===== src/rtl/ftoi_pipe.sv =====
// Two-stage IEEE-754 binary32 to integer converter with valid/ready flow control.
// S1 aligns the significand and extracts guard/sticky; S2 rounds, saturates and flags.
module ftoi_pipe #(
   parameter int OUT_W = 32
) (
   input  logic             clk,
   input  logic             reset,
   input  logic             in_valid,
   output logic             in_ready,
   input  logic [31:0]      in_op,
   input  logic [2:0]       in_rm,
   input  logic             in_unsigned,
   output logic             out_valid,
   input  logic             out_ready,
   output logic [OUT_W-1:0] out_result,
   output logic             out_nv,
   output logic             out_nx
);

   localparam int XW = OUT_W + 27;
   localparam logic [OUT_W+1:0] LIM_S = (OUT_W+2)'(1) << (OUT_W-1);
   localparam logic [8:0]       OVF_EXP = 9'(127 + OUT_W + 1);

   function automatic logic round_inc(input logic [2:0] rm, input logic sign,
                                      input logic lsb, input logic g, input logic s);
      logic inc;
      case (rm)
         3'b001:  inc = 1'b0;
         3'b010:  inc = sign & (g | s);
         3'b011:  inc = ~sign & (g | s);
         3'b100:  inc = g;
         default: inc = g & (s | lsb);
      endcase
      return inc;
   endfunction

   function automatic logic [OUT_W-1:0] sat_val(input logic neg, input logic uns);
      logic [OUT_W-1:0] v;
      if (uns) v = neg ? '0 : '1;
      else     v = neg ? {1'b1, {(OUT_W-1){1'b0}}} : {1'b0, {(OUT_W-1){1'b1}}};
      return v;
   endfunction

   logic             vld_p1_q, vld_p2_q;
   logic             adv_p1, adv_p2;
   logic             sign_p1_q, nan_p1_q, ovf_p1_q, g_p1_q, s_p1_q, uns_p1_q;
   logic [2:0]       rm_p1_q;
   logic [OUT_W:0]   mag_p1_q;
   logic             nan_p1_d, ovf_p1_d, g_p1_d, s_p1_d;
   logic [OUT_W:0]   mag_p1_d;
   logic [23:0]      sig;
   logic [6:0]       sh;
   logic [XW-1:0]    xal;
   logic [OUT_W-1:0] res_p2_q, res_p2_d;
   logic             nv_p2_q, nx_p2_q, nv_p2_d, nx_p2_d;
   logic             inc, inexact, in_rng;
   logic [OUT_W+1:0] rmag;

   assign adv_p2   = ~vld_p2_q | out_ready;
   assign adv_p1   = ~vld_p1_q | adv_p2;
   assign in_ready = adv_p1 & ~reset;

   // S1: decode and align; the integer part keeps one spare bit so overflow by 2x is visible
   always_comb begin
      sig      = {in_op[30:23] != 8'd0, in_op[22:0]};
      nan_p1_d = (in_op[30:23] == 8'hFF) && (in_op[22:0] != 23'd0);
      ovf_p1_d = {1'b0, in_op[30:23]} >= OVF_EXP;
      sh       = (in_op[30:23] <= 8'd125) ? 7'd1 : 7'(in_op[30:23] - 8'd124);
      xal      = XW'(sig) << sh;
      mag_p1_d = xal[XW-1:26];
      g_p1_d   = xal[25];
      s_p1_d   = |xal[24:0];
   end

   always_ff @(posedge clk) begin
      if (adv_p1 && in_valid) begin
         sign_p1_q <= in_op[31];
         nan_p1_q  <= nan_p1_d;
         ovf_p1_q  <= ovf_p1_d;
         mag_p1_q  <= mag_p1_d;
         g_p1_q    <= g_p1_d;
         s_p1_q    <= s_p1_d;
         rm_p1_q   <= in_rm;
         uns_p1_q  <= in_unsigned;
      end
   end

   // S2: round, range-check against the captured signedness, saturate
   always_comb begin
      inc      = round_inc(rm_p1_q, sign_p1_q, mag_p1_q[0], g_p1_q, s_p1_q);
      inexact  = g_p1_q | s_p1_q;
      rmag     = {1'b0, mag_p1_q} + (OUT_W+2)'(inc);
      in_rng   = sign_p1_q ? (rmag <= LIM_S) : (rmag < LIM_S);
      res_p2_d = '0;
      nv_p2_d  = 1'b0;
      nx_p2_d  = 1'b0;
      if (nan_p1_q) begin
         res_p2_d = sat_val(1'b0, uns_p1_q);
         nv_p2_d  = 1'b1;
      end else if (ovf_p1_q) begin
         res_p2_d = sat_val(sign_p1_q, uns_p1_q);
         nv_p2_d  = 1'b1;
      end else if (uns_p1_q) begin
         if (sign_p1_q) begin
            nv_p2_d = (rmag != '0);
            nx_p2_d = (rmag == '0) & inexact;
         end else if (rmag[OUT_W+1:OUT_W] != 2'b00) begin
            res_p2_d = sat_val(1'b0, 1'b1);
            nv_p2_d  = 1'b1;
         end else begin
            res_p2_d = rmag[OUT_W-1:0];
            nx_p2_d  = inexact;
         end
      end else if (!in_rng) begin
         res_p2_d = sat_val(sign_p1_q, 1'b0);
         nv_p2_d  = 1'b1;
      end else begin
         res_p2_d = sign_p1_q ? -rmag[OUT_W-1:0] : rmag[OUT_W-1:0];
         nx_p2_d  = inexact;
      end
   end

   always_ff @(posedge clk) begin
      if (reset) begin
         vld_p1_q <= 1'b0;
         vld_p2_q <= 1'b0;
         res_p2_q <= '0;
         nv_p2_q  <= 1'b0;
         nx_p2_q  <= 1'b0;
      end else begin
         if (adv_p1) vld_p1_q <= in_valid;
         if (adv_p2) vld_p2_q <= vld_p1_q;
         if (adv_p2 && vld_p1_q) begin
            res_p2_q <= res_p2_d;
            nv_p2_q  <= nv_p2_d;
            nx_p2_q  <= nx_p2_d;
         end
      end
   end

   assign out_valid  = vld_p2_q;
   assign out_result = res_p2_q;
   assign out_nv     = nv_p2_q;
   assign out_nx     = nx_p2_q;

endmodule

===== config.mk =====
export PLATFORM = sky130hd
export DESIGN_NAME = ftoi_pipe
export DESIGN_NICKNAME = d
export VERILOG_FILES = /design/src/rtl/ftoi_pipe.sv
export SDC_FILE = /design/constraint.sdc
export NUM_CORES = 1
export LEC_CHECK = 0
export CORE_ASPECT_RATIO = 0.6
export CORE_MARGIN = 2
export CORE_UTILIZATION = 43
export CTS_BUF_LIST = sky130_fd_sc_hd__clkbuf_4
export CTS_CLUSTER_SIZE = 25
export DETAILED_ROUTE_END_ITERATION = 10
export DONT_BUFFER_PORTS = 1
export HOLD_SLACK_MARGIN = 0.05
export SLEW_MARGIN = 15
export SYNTH_ARGS = -nofsm -noshare
export SYNTH_HDL_FRONTEND = slang
export SYNTH_SLANG_ARGS = --single-unit

===== constraint.sdc =====
create_clock -name clk -period 5.1 [get_ports clk]
set_input_delay 1.53 -clock clk [delete_from_list [all_inputs] [get_ports clk]]
set_output_delay 1.53 -clock clk [all_outputs]
set_load 0.01 [all_outputs]

; Word level (Yosys, flattened, before mapping)
; Index checks and enable logic that the tools add are counted.
[word_totals]
regBits = 78
input_bits = 40
output_inout_bits = 36
elab_cells = 74
[op_classes]
addsub = 3
n_lt_le_gt_ge = 4
n_eq_ne = 5
n_shift = 1
n_mux = 26
bitwise_logic = 13
reduce_logical = 9
[ops]
columns = cell, n
row1 = $mux 32, 11
row2 = $shl 24x7->59, 1
row3 = $add 33x1->34, 1
row4 = $le 34x32->1 const B, 1
row5 = $logic_not 34->1, 1
row6 = $lt 34x32->1 const B, 1
row7 = $reduce_bool 34->1, 1
row8 = $neg 32->32, 1
row9 = $reduce_or 25->1, 1
row10 = $reduce_bool 23->1, 1
row11 = $mux 1, 13
row12 = $eq 8x8->1 const B, 1
row13 = $ge 8x8->1 const B, 1
row14 = $le 8x7->1 const B, 1
row15 = $reduce_bool 8->1, 1
row16 = $mux 7, 1
row17 = $sub 7x7->7 const B, 1
row18 = $eq 3x2->1 const B, 2
row19 = $and 1x1->1, 5
row20 = $not 1->1, 4
row21 = $or 1x1->1, 4
row22 = $pmux 1 s4, 1
row23 = $eq 3x1->1 const B, 1
row24 = $eq 3x3->1 const B, 1
row25 = 2 further kinds, 4

; Longest topological paths before layout
; Gate-level depths: netlist (run 1).
[logic_depth]
depth_word = 10
depth_mapped = 21
mapped_depth_nobuf = 17

; Least setup slack after synthesis (run 1)
; Ideal clock, no wire load.
[synth_timing]
kind = input port to flip-flop
start = in out_ready
end = reg g_p1_q, enable pin
setup_ps = 506
t_arrival_ps = 4706
t_required_ps = 4594
path_slack_ps = -113
stages = 2
n_path_buf = 0
path_cell_list = nor2b_1 -> a21boi_0
[synth_via]
elab_chain_len = 3
[synth_rtl]
columns = item, line
row1 = from (decl), 14  ; input logic out_ready,
row2 = $or 1x1->1, 59  ; assign adv_p2 = ~vld_p2_q | out_ready;
row3 = $or 1x1->1, 60  ; assign adv_p1 = ~vld_p1_q | adv_p2;
row4 = $logic_and 1x1->1, 76  ; if (adv_p1 && in_valid) begin
row5 = to (signal assigned), 81  ; g_p1_q <= g_p1_d;
row6 = to (decl), 46  ; logic sign_p1_q, nan_p1_q, ovf_p1_q, g_p1_q, s_p1_q, uns_p1_q;
; No other way between the ends.
; A chain may end at the register's enable or synchronous reset.

; Worst setup path in the final report (run 1)
[layout_timing]
start = in in_op[25]
end = reg s_p1_q, data pin
[layout_via]
elab_chain_len = 4
elab_cells_between_ends = 6
classes_between = 1 x add/sub / 1 x order compare / 1 x shift / 1 x mux / 2 x reduce/logical
[layout_rtl]
columns = item, line
row1 = from (decl), 10  ; input logic [31:0] in_op,
row2 = $sub 7x7->7 / $le 8x7->1 (equally long branches), 68  ; sh = (in_op[30:23] <= 8'd125) ? 7'd1 : 7'(in_op[30:23] - 8'd124);
row3 = $mux 7, 68
row4 = $shl 24x7->59 (*), 69  ; xal = XW'(sig) << sh;
row5 = $reduce_or 25->1 (*), 72  ; s_p1_d = |xal[24:0];
row6 = net s_p1_d, 49  ; logic nan_p1_d, ovf_p1_d, g_p1_d, s_p1_d;
row7 = to (signal assigned), 82  ; s_p1_q <= s_p1_d;
row8 = to (decl), 46
; Mark *: on every way through the listed nets, which the timed path passes. The rest lies on a longest branch.

==> impl_metrics.py, run 1 <==
metrics = {
    "outcome": {
        "status": "finished clean",
    },
    "place": {
        "placed_cell_area_sq_um": 8060,
        "io_buffers": 0,
        "gp_congestion": 1.08,
        "post-place-ws_ns": 0.137,
        "dp_hpwl_mm": 23.1,
    },
    "routing": {
        "vias": 8517,
        "dr.pass1.iters": 6,
        "wl_per_cell_microns": 23.8,
        "drc": 0,
        "drt_iter0_drc": 1295,
        "vias_per_cell": 6.85,
        "drt_wl_total_mm": 29.6,
        "ant_nets": 0,
    },
    "synth": {
        "synth_commonest_cells": "nand2_1 (101), nor2_1 (95), o21ai_0 (84), clkbuf_1 (64), a21oi_1 (57)",
        "syn_area_per_cell_sq_um": 7.53,
        "synth_top_area_cell": "edfxtp_1",
        "async_reset_ff_share_pct": 0,
        "yosys_warnings": 0,
        "synth.most_common_cell": "nand2_1",
        "yosysUniqueCellTypes": 88,
        "synth_seq_area_share_pct": 25.9,
        "synth_ff_type": "edfxtp_1",
        "synth_nets": 1061,
        "synth_top_area_share_pct": 16.5,
        "yosys-top-cells-area": "edfxtp_1 (16%), dfxtp_1 (9.4%), o21ai_0 (5.5%)",
        "synth_edf_count": 42,
        "syn_inst": 1016,
        "syn_area_sq_um": 7650,
        "synth-seq-cells": 78,
    },
    "power": {
        "power.density_nw_per_um2": 229,
        "finalPower_mw": 1.88,
        "p_seq_share_pct": 41.7,
        "swShare_pct": 38.4,
        "intPower_mw": 1.16,
        "power_frac_clock_pct": 24.5,
        "ir_worst_vdd_v": 0.000160,
        "power_switching_uw": 724,
        "combPwrFrac_pct": 33.8,
        "power_leakage_nw": 2.87,
    },
    "run": {
        "drv_cap": 0,
    },
    "die": {
        "rows": 37,
        "dieArea_sq_um": 18900,
        "die_y_microns": 107,
        "core-area_sq_um": 17300,
        "die_w_microns": 176,
        "start_util_pct": 44.3,
        "io_pins": 76,
    },
    "critical_path": {
        "cp.arrival_ns": 5.23,
        "timing.rr.start": "sign_p1_q",
        "critPathLaunchType": "primary input",
        "crit_type": "primary input to flop",
        "critPathLaunch": "in_op[25]",
        "cp-end-kind": "flop",
        "cp_data_required_time_ns": 5.44,
        "ff2ff_path_depth": 16,
        "cp-endpoint": "s_p1_q",
        "timing.rr.end": "out_result[25]",
        "reg2reg_slack_ns": 0.30,
        "worstPathMaxFanout": 33,
    },
    "grt": {
        "first_global_vias": 7552,
        "grt_start_max_net_pins": 46,
        "grt_pass1_wl_mm": 44.9,
        "overflow": 0,
        "grt_usage_pct": 31.3,
        "grt_antenna_before_repair": 0,
    },
    "finish": {
        "fin_area_sq_um": 8240,
        "fin_nets": 1049,
        "drive_above_1_share_pct": 11.7,
        "area_growth_pct": 7.67,
        "multi_input_area_sq_um": 5250,
        "fillers": 1720,
        "layout.area.seq_sq_um": 1980,
        "diodes": 0,
    },
    "sta": {
        "hold-worst-slack_ns": 0.509,
        "final_max_slew_viol_count": 0,
        "hold_violations": 0,
        "fin_crit_ns": 4.89,
        "post-route-period-util_pct": 95.8,
        "setup_viol": 0,
        "tightest_slew_ns": 1.22,
        "max_clock_freq_mhz": 205,
        "finalWorstSetupSlack_ns": 0.214,
        "maxSlewHeadroom_pct": 16.4,
        "fin_skew_ns": 0.0153,
    },
    "clock_network": {
        "cts_tree": "done",
        "cts.path.max_buffers": 2,
        "clk_latency_ns": 0.49,
        "root_buffer": "clkbuf_4",
        "htreeDepth": 3,
        "cts_sinks": 78,
        "path_clk_slew_ns": 0.15,
        "cts_hold_buf": 0,
        "cts_inserted_buffers": 9,
    },
    "min_path": {
        "hold_path_class": "flop to flop",
    },
}
metal layers:
metal  track usage [%]  up-vias  wire (microns)
li1                  -     3880               -
met1              50.6     4039           14400
met2              34.8      574            9780
met3              16.1       22            5130
met4              3.60        2             169
met5              3.33        -              54
stage by stage:
| stage | TNS, ns | utilization, % | cells |
|---|---|---|---|
| floorplan | 0 | - | 1016 |
| global placement | 0 | 46.7 | 1227 |
| detailed placement | 0 | 46.7 | 1227 |
| CTS | 0 | 47.7 | 1243 |
| global route | -0.00115 | 47.7 | 1243 |
| finish | 0 | 47.7 | 1243 |
power groups by stage:
stage | combinational [mW] | sequential, mW | clock, mW
floorplan | 0.439 | 0.773 | 0
global placement | 0.614 | 0.799 | 0
detailed placement | 0.602 | 0.798 | 0
CTS | 0.605 | 0.785 | 0.469
global route | 0.680 | 0.793 | 0.488
finish | 0.637 | 0.785 | 0.461
layout by cell type, fill, tap and decap left out, types with 22 or more instances in the layout:
cell / n
mux2i_1: 25
buf_4: 58
dfxtp_1: 36
nor3_1: 36
a21oi_1: 57
nor4_1: 28
nand3_1: 35
edfxtp_1: 42
o22ai_1: 22
xnor2_1: 30
nor2_1: 95
inv_1: 22
o21ai_0: 83
nand2_1: 101
a31oi_1: 22
state kept, by name (all words and copies together), names as in the netlist:
| register | cells |
|---|---|
| mag_p1_q | 33 |
| out_result | 32 |
| rm_p1_q | 3 |
| g_p1_q | 1 |
| nan_p1_q | 1 |
| out_nv | 1 |
| out_nx | 1 |
| out_valid | 1 |
| ovf_p1_q | 1 |
| s_p1_q | 1 |
| sign_p1_q | 1 |
| uns_p1_q | 1 |
| vld_p1_q | 1 |
worst min path at each step:
stage / to / from / slack [ns] / cells past startpoint
floorplan: out_nx / out_nx / 0.47 / 2
global placement: out_nx / out_nx / 0.49 / 2
detailed placement: out_nx / out_nx / 0.49 / 2
CTS: out_nx / out_nx / 0.51 / 2
global route: out_nx / out_nx / 0.53 / 2
finish: out_nx / out_nx / 0.51 / 2
kinds of logic (layout without fill, tap and decap cells):
| group | after synthesis | after routing | synth area share (%) |
|---|---|---|---|
| muxes | 36 | 36 | 4.89 |
| adders and majority gates | 5 | 5 | 0.818 |
| buffers and inverters | 107 | 100 | 5.74 |
| xor gates and xnor gates | 46 | 46 | 5.27 |
| AOI/OAI and AO/OA | 341 | 341 | 30.6 |
| and+or+nand+nor | 403 | 403 | 26.8 |
| DFF | 78 | 78 | 25.9 |
repair_timing:
| item | in CTS | in global routing |
|---|---|---|
| resized for setup | 0 | 1 |
| buffers inserted | 0 | 0 |
| setup endpoints to repair | 0 | 3 |
critical path, cell delays in order:
cell       delay, ns
ha_1            0.25
nand4_1         0.10
buf_4           0.23
nor2_1          0.08
buf_4           0.17
a2111oi_0       1.02
a22oi_1         0.46
mux2i_1         0.58
nor2_1          0.09
a41oi_1         0.33
nor4_1          0.11
a41oi_1         0.25
cell type report:
type / instances / share of cell area, %
clock inverters: 7 / 1.28
clock buffers: 9 / 0.820
repair buffers: 59 / 5.42
well taps: 234 / 3.56
inverters: 25 / 1.14
flip-flops and latches: 78 / 24.1
multi-input cells: 831 / 63.7
(Power assumes the default switching activity.)
==> run 2: changes to the inputs <==
--- a/config.mk
+++ b/config.mk
@@ -6,12 +6,13 @@
 export NUM_CORES = 1
 export LEC_CHECK = 0
 export CORE_ASPECT_RATIO = 0.6
-export CORE_MARGIN = 2
+export CORE_MARGIN = 10
 export CORE_UTILIZATION = 43
 export CTS_BUF_LIST = sky130_fd_sc_hd__clkbuf_4
 export CTS_CLUSTER_SIZE = 25
 export DETAILED_ROUTE_END_ITERATION = 10
 export DONT_BUFFER_PORTS = 1
+export GPL_TIMING_DRIVEN = 0
 export HOLD_SLACK_MARGIN = 0.05
 export SLEW_MARGIN = 15
 export SYNTH_ARGS = -nofsm -noshare
==> run 2 against run 1 <==
  * Clock skew shrank 0.0019 ns
  * Non-clock buffer count grew 37
  * Power shrank 0.43%
  * Clock power shrank 17%
  * Highest routed layer unchanged
  * Setup slack lost 0.33 ns
  * The run now ends with setup timing left
  * Hold slack gained 0.0081 ns
  * Critical endpoint unchanged
  * Fmax shrank 6.4%
==> impl_metrics.py, run 2 (synthesis results as in run 1) <==
metrics = {
    "die": {
        "die_y_microns": 123,
        "io_pins": 76,
        "dieArea_sq_um": 23700,
        "die_w_microns": 192,
        "rows": 37,
        "core-area_sq_um": 17300,
        "start_util_pct": 44.2,
    },
    "place": {
        "placed_cell_area_sq_um": 7990,
        "gp_congestion": 1.09,
        "io_buffers": 0,
        "dp_hpwl_mm": 28.0,
    },
    "critical_path": {
        "worstPathMaxFanout": 10,
        "cp.arrival_ns": 5.41,
        "cp_data_required_time_ns": 5.29,
        "ff2ff_path_depth": 22,
        "critPathLaunchType": "primary input",
        "crit_type": "primary input to flop",
        "cp-end-kind": "flop",
        "reg2reg_slack_ns": 0.08,
    },
    "min_path": {
        "hold_depth": 2,
        "hold_path_class": "flop to flop",
    },
    "clock_network": {
        "root_buffer": "clkbuf_4",
        "cts_tree": "done",
        "clk_latency_ns": 0.47,
        "cts_inserted_buffers": 9,
        "path_clk_slew_ns": 0.12,
        "cts.path.max_buffers": 2,
        "htreeDepth": 3,
        "cts_sinks": 78,
    },
    "routing": {
        "vias": 9099,
        "drt_wl_total_mm": 35.8,
        "dr.pass1.iters": 6,
        "drt_iter0_drc": 1572,
        "wl_per_cell_microns": 27.9,
        "vias_per_cell": 7.11,
        "ant_nets": 0,
        "drc": 0,
    },
    "sta": {
        "final_max_slew_viol_count": 0,
        "finalWorstSetupSlack_ns": -0.119,
        "fin_skew_ns": 0.0134,
        "fin_crit_ns": 5.22,
        "max_clock_freq_mhz": 192,
        "post-route-period-util_pct": 102,
        "finalSetupTns_ns": -0.119,
        "tightest_slew_ns": 1.14,
        "setup_viol": 1,
        "maxSlewHeadroom_pct": 23.7,
        "rsz0062_at_grt": "yes",
        "hold_violations": 0,
    },
    "finish": {
        "final_cell_mix": "nand2_1 (99), nor2_1 (93), o21ai_0 (81)",
        "regMostFlops": "mag_p1_q",
        "diodes": 0,
        "fin_nets": 1086,
        "drive_above_1_share_pct": 10.9,
        "fin_area_sq_um": 8380,
        "final_common_cell": "nand2_1",
        "largest_reg_flops": 33,
        "area_growth_pct": 9.59,
        "fillers": 1796,
    },
    "outcome": {
        "violations": "setup timing",
        "status": "complete, but fails checks",
    },
    "grt": {
        "overflow": 0,
        "grt_start_max_net_pins": 27,
        "grt_usage_pct": 29.1,
        "first_global_vias": 8148,
        "grt_antenna_before_repair": 0,
        "grt_pass1_wl_mm": 52.4,
    },
    "run": {
        "drv_cap": 0,
    },
    "power": {
        "finalPower_mw": 1.88,
        "ir_worst_vdd_v": 0.000172,
        "power.density_nw_per_um2": 224,
        "power_leakage_nw": 2.88,
    },
}
==> run 2: area by class of cell <==
cell class / instances / area [sq um] / share of cell area, %
plain buffers: 81 / 392 / 4.67
clock buffers: 9 / 67.6 / 0.806
clock inverters: 7 / 65.1 / 0.776
inverters: 25 / 93.8 / 1.12
multi-input cells: 831 / 5350 / 63.8
flip-flops and latches: 78 / 1980 / 23.6
well taps: 234 / 293 / 3.49
repair buffers: 15 / 143 / 1.70
==> run 2: stage by stage <==
step	hold slack, ns	utilization [%]	setup WS, ns	std cells
2_1_floorplan	0.470	-	0.421	1016
3_3_place_gp	0.492	45.9	-1.21	1250
3_5_place_dp	0.494	46.1	-1.26	1252
4_1_cts	0.519	47.4	0.0247	1273
5_1_grt	0.543	48.4	-0.0358	1280
6_report	0.517	48.4	-0.119	1280
==> run 2: what timing repair did <==
action / CTS / global route
resized for setup: 17 / 38
endpoints found under the setup margin: 35 / 37
gates cloned: 0 / 1
buffers inserted: 5 / 7
pin swaps: 3 / 7
hold buffers: 0 / 0
==> run 2: where the power goes <==
| part | internal [mW] | switching (mW) | leakage (nW) |
|---|---|---|---|
| Sequential | 0.719 | 0.0576 | 0.720 |
| Clock | 0.145 | 0.237 | 0.0630 |
| Combinational | 0.229 | 0.489 | 2.10 |
==> run 2: layer usage <==
| layer | share of wire [%] | global-route usage [%] |
|---|---|---|
| met1 | 48 | 45.1 |
| met2 | 32 | 31.5 |
| met3 | 19 | 18.3 |
| met4 | 0.51 | 2.89 |
| met5 | 0.22 | 2.43 |
==> run 2: worst paths after layout <==
path         startpoint  endpoint
max           in_op[23]    s_p1_q
min              out_nx    out_nx
max reg2reg   sign_p1_q    out_nv
min reg2reg      out_nx    out_nx
==> run 2: worst max-delay path, stage by stage <==
cell	delay (ns)
clkbuf_1	0.36
nand2b_1	0.17
clkbuf_1	0.56
o21ai_1	0.55
o22ai_2	0.54
o22ai_1	0.21
nor4_1	0.51
a41oi_1	0.32
nor4_1	0.47
a41oi_1	0.18
==> run 3: changes to the inputs <==
--- a/config.mk
+++ b/config.mk
@@ -14,6 +14,7 @@
 export DONT_BUFFER_PORTS = 1
 export GPL_TIMING_DRIVEN = 0
 export HOLD_SLACK_MARGIN = 0.05
+export PLACE_DENSITY = 0.64
 export SLEW_MARGIN = 15
 export SYNTH_ARGS = -nofsm -noshare
 export SYNTH_HDL_FRONTEND = slang
==> run 3 against run 2 <==
  * The run still ends with setup timing left
  * Sequential share of layout area about the same
  * Sequential power about the same
  * Clock power rose by 16%
  * Largest cell class unchanged
  * Critical endpoint unchanged
  * Cell area barely moved
  * First-iteration DRC count down 2.2%
==> impl_metrics.py, run 3 (synthesis results as in run 1) <==
metrics = {
    "sta": {
        "post-route-period-util_pct": 100,
        "fin_skew_ns": 0.0179,
        "maxSlewHeadroom_pct": 26.8,
        "setup_viol": 1,
        "finalWorstSetupSlack_ns": -0.00190,
        "finalSetupTns_ns": -0.00190,
        "max_clock_freq_mhz": 196,
        "final_max_slew_viol_count": 0,
        "fin_crit_ns": 5.10,
        "rsz0062_at_grt": "no",
        "hold_violations": 0,
        "tightest_slew_ns": 1.10,
    },
    "finish": {
        "regMostFlops": "mag_p1_q",
        "final_common_cell": "nand2_1",
        "fin_nets": 1083,
        "area_growth_pct": 9.67,
        "largest_reg_flops": 33,
        "drive_above_1_share_pct": 10.7,
        "diodes": 0,
        "final_cell_mix": "nand2_1 (98), nor2_1 (93), o21ai_0 (83)",
        "fillers": 1747,
    },
    "clock_network": {
        "cts_inserted_buffers": 9,
        "clk_latency_ns": 0.47,
        "cts_hold_buf": 0,
        "root_buffer": "clkbuf_4",
        "cts_sinks": 78,
        "cts.path.max_buffers": 2,
        "cts_tree": "done",
        "htreeDepth": 3,
        "path_clk_slew_ns": 0.13,
    },
    "critical_path": {
        "cp.arrival_ns": 5.29,
        "worstPathMaxFanout": 10,
        "ff2ff_path_depth": 19,
        "crit_chain": "clkbuf_1, clkbuf_2, clkbuf_1, clkbuf_2, o32ai_1, nor3_1, o22ai_1, nor4_1, a41oi_1, nor4_1, a41oi_1",
        "max_stage_delay_ns": 0.57,
        "reg2reg_slack_ns": 0.29,
        "crit_type": "primary input to flop",
        "cp_data_required_time_ns": 5.28,
        "critPathLaunchType": "primary input",
        "timing.rr.end": "out_result[25]",
        "timing.rr.start": "sign_p1_q",
        "cp-end-kind": "flop",
        "cp_slowest_cell": "clkbuf_1",
    },
    "die": {
        "start_util_pct": 44.2,
        "dieArea_sq_um": 23700,
        "io_pins": 76,
        "rows": 37,
        "die_y_microns": 123,
        "die_w_microns": 192,
        "core-area_sq_um": 17300,
    },
    "power": {
        "power_leakage_nw": 2.86,
        "power.density_nw_per_um2": 229,
        "ir_worst_vdd_v": 0.000193,
    },
    "min_path": {
        "hold_depth": 2,
        "hp-start": "out_nx",
        "min_to": "out_nx",
        "hold_path_class": "flop to flop",
    },
    "grt": {
        "first_global_vias": 7880,
        "grt_start_max_net_pins": 26,
        "overflow": 0,
        "grt_antenna_before_repair": 0,
        "grt_pass1_wl_mm": 50.6,
        "grt_usage_pct": 28.1,
    },
    "routing": {
        "drc": 0,
        "ant_nets": 0,
        "dr.pass1.iters": 6,
        "vias_per_cell": 7.04,
        "wl_per_cell_microns": 26.8,
        "drt_wl_total_mm": 34.2,
        "drt_iter0_drc": 1537,
        "vias": 8987,
    },
    "place": {
        "dp_hpwl_mm": 27.3,
        "post-place-ws_ns": -1.20,
        "io_buffers": 0,
        "gp_congestion": 1.11,
    },
    "outcome": {
        "violations": "setup timing",
        "status": "complete, but fails checks",
    },
    "run": {
        "drv_cap": 0,
    },
}
-- run 3: worst max path at each step --
| stage | start | end | slack [ns] | depth (start not counted) |
|---|---|---|---|---|
| floorplan | sign_p1_q | out_result[28] | 0.42 | 19 |
| finish | in_op[23] | s_p1_q | -0.002 | 11 |
| global placement | sign_p1_q | out_result[24] | -1.23 | 21 |
| global route | in_op[25] | s_p1_q | 0.01 | 10 |
| CTS | sign_p1_q | out_result[24] | 0.04 | 21 |
| detailed placement | sign_p1_q | out_result[24] | -1.20 | 21 |
-- run 3: area by class of cell --
cell class	count	area, sq um	share of cell area, %
clock inverters	7	98.8	1.18
clock buffers	9	67.6	0.805
multi-input cells	831	5370	64.1
inverters	25	93.8	1.12
flip-flops and latches	78	1980	23.6
well taps	234	293	3.49
plain buffers	81	373	4.45
repair buffers	12	108	1.28
-- run 3: worst max-delay path, delay by kind of cell --
family | cells | cell delay, ns
buffers and inverters | 4 | 1.81
AOI/OAI and AO/OA | 4 | 0.77
and+or+nand+nor | 3 | 1.16
-- run 3: timing repair --
action,in CTS,in global routing
setup endpoints to repair,35,35
gates cloned,1,0
gates resized for setup,17,30
pin swaps,4,9
setup buffers,3,6
-- run 3: per-layer routing --
metal	vias up	part of all wire, %	track usage (%)
met4	4	0.51	2.75
met2	718	33	30.0
li1	3946	-	-
met5	-	0.29	2.83
met3	25	19	15.6
met1	4294	48	45.1
-- run 3: power by group --
part           internal, mW  switching (mW)
Clock                 0.199           0.246
Sequential            0.719          0.0580
Combinational         0.225           0.474
Total                  1.14           0.778
-- run 3: through the flow --
stage                     area, sq um  instances  utilization [%]  hold slack [ns]  power (mW)
after global routing             8390       1277             48.4            0.568        1.99
after detailed placement         7990       1251             46.1            0.519        1.42
after floorplan                  7650       1016                -            0.470        1.21
final                            8390       1277             48.4            0.536        1.92
after global placement           7940       1250             45.9            0.504        1.43
after CTS                        8240       1271             47.6            0.538        1.87
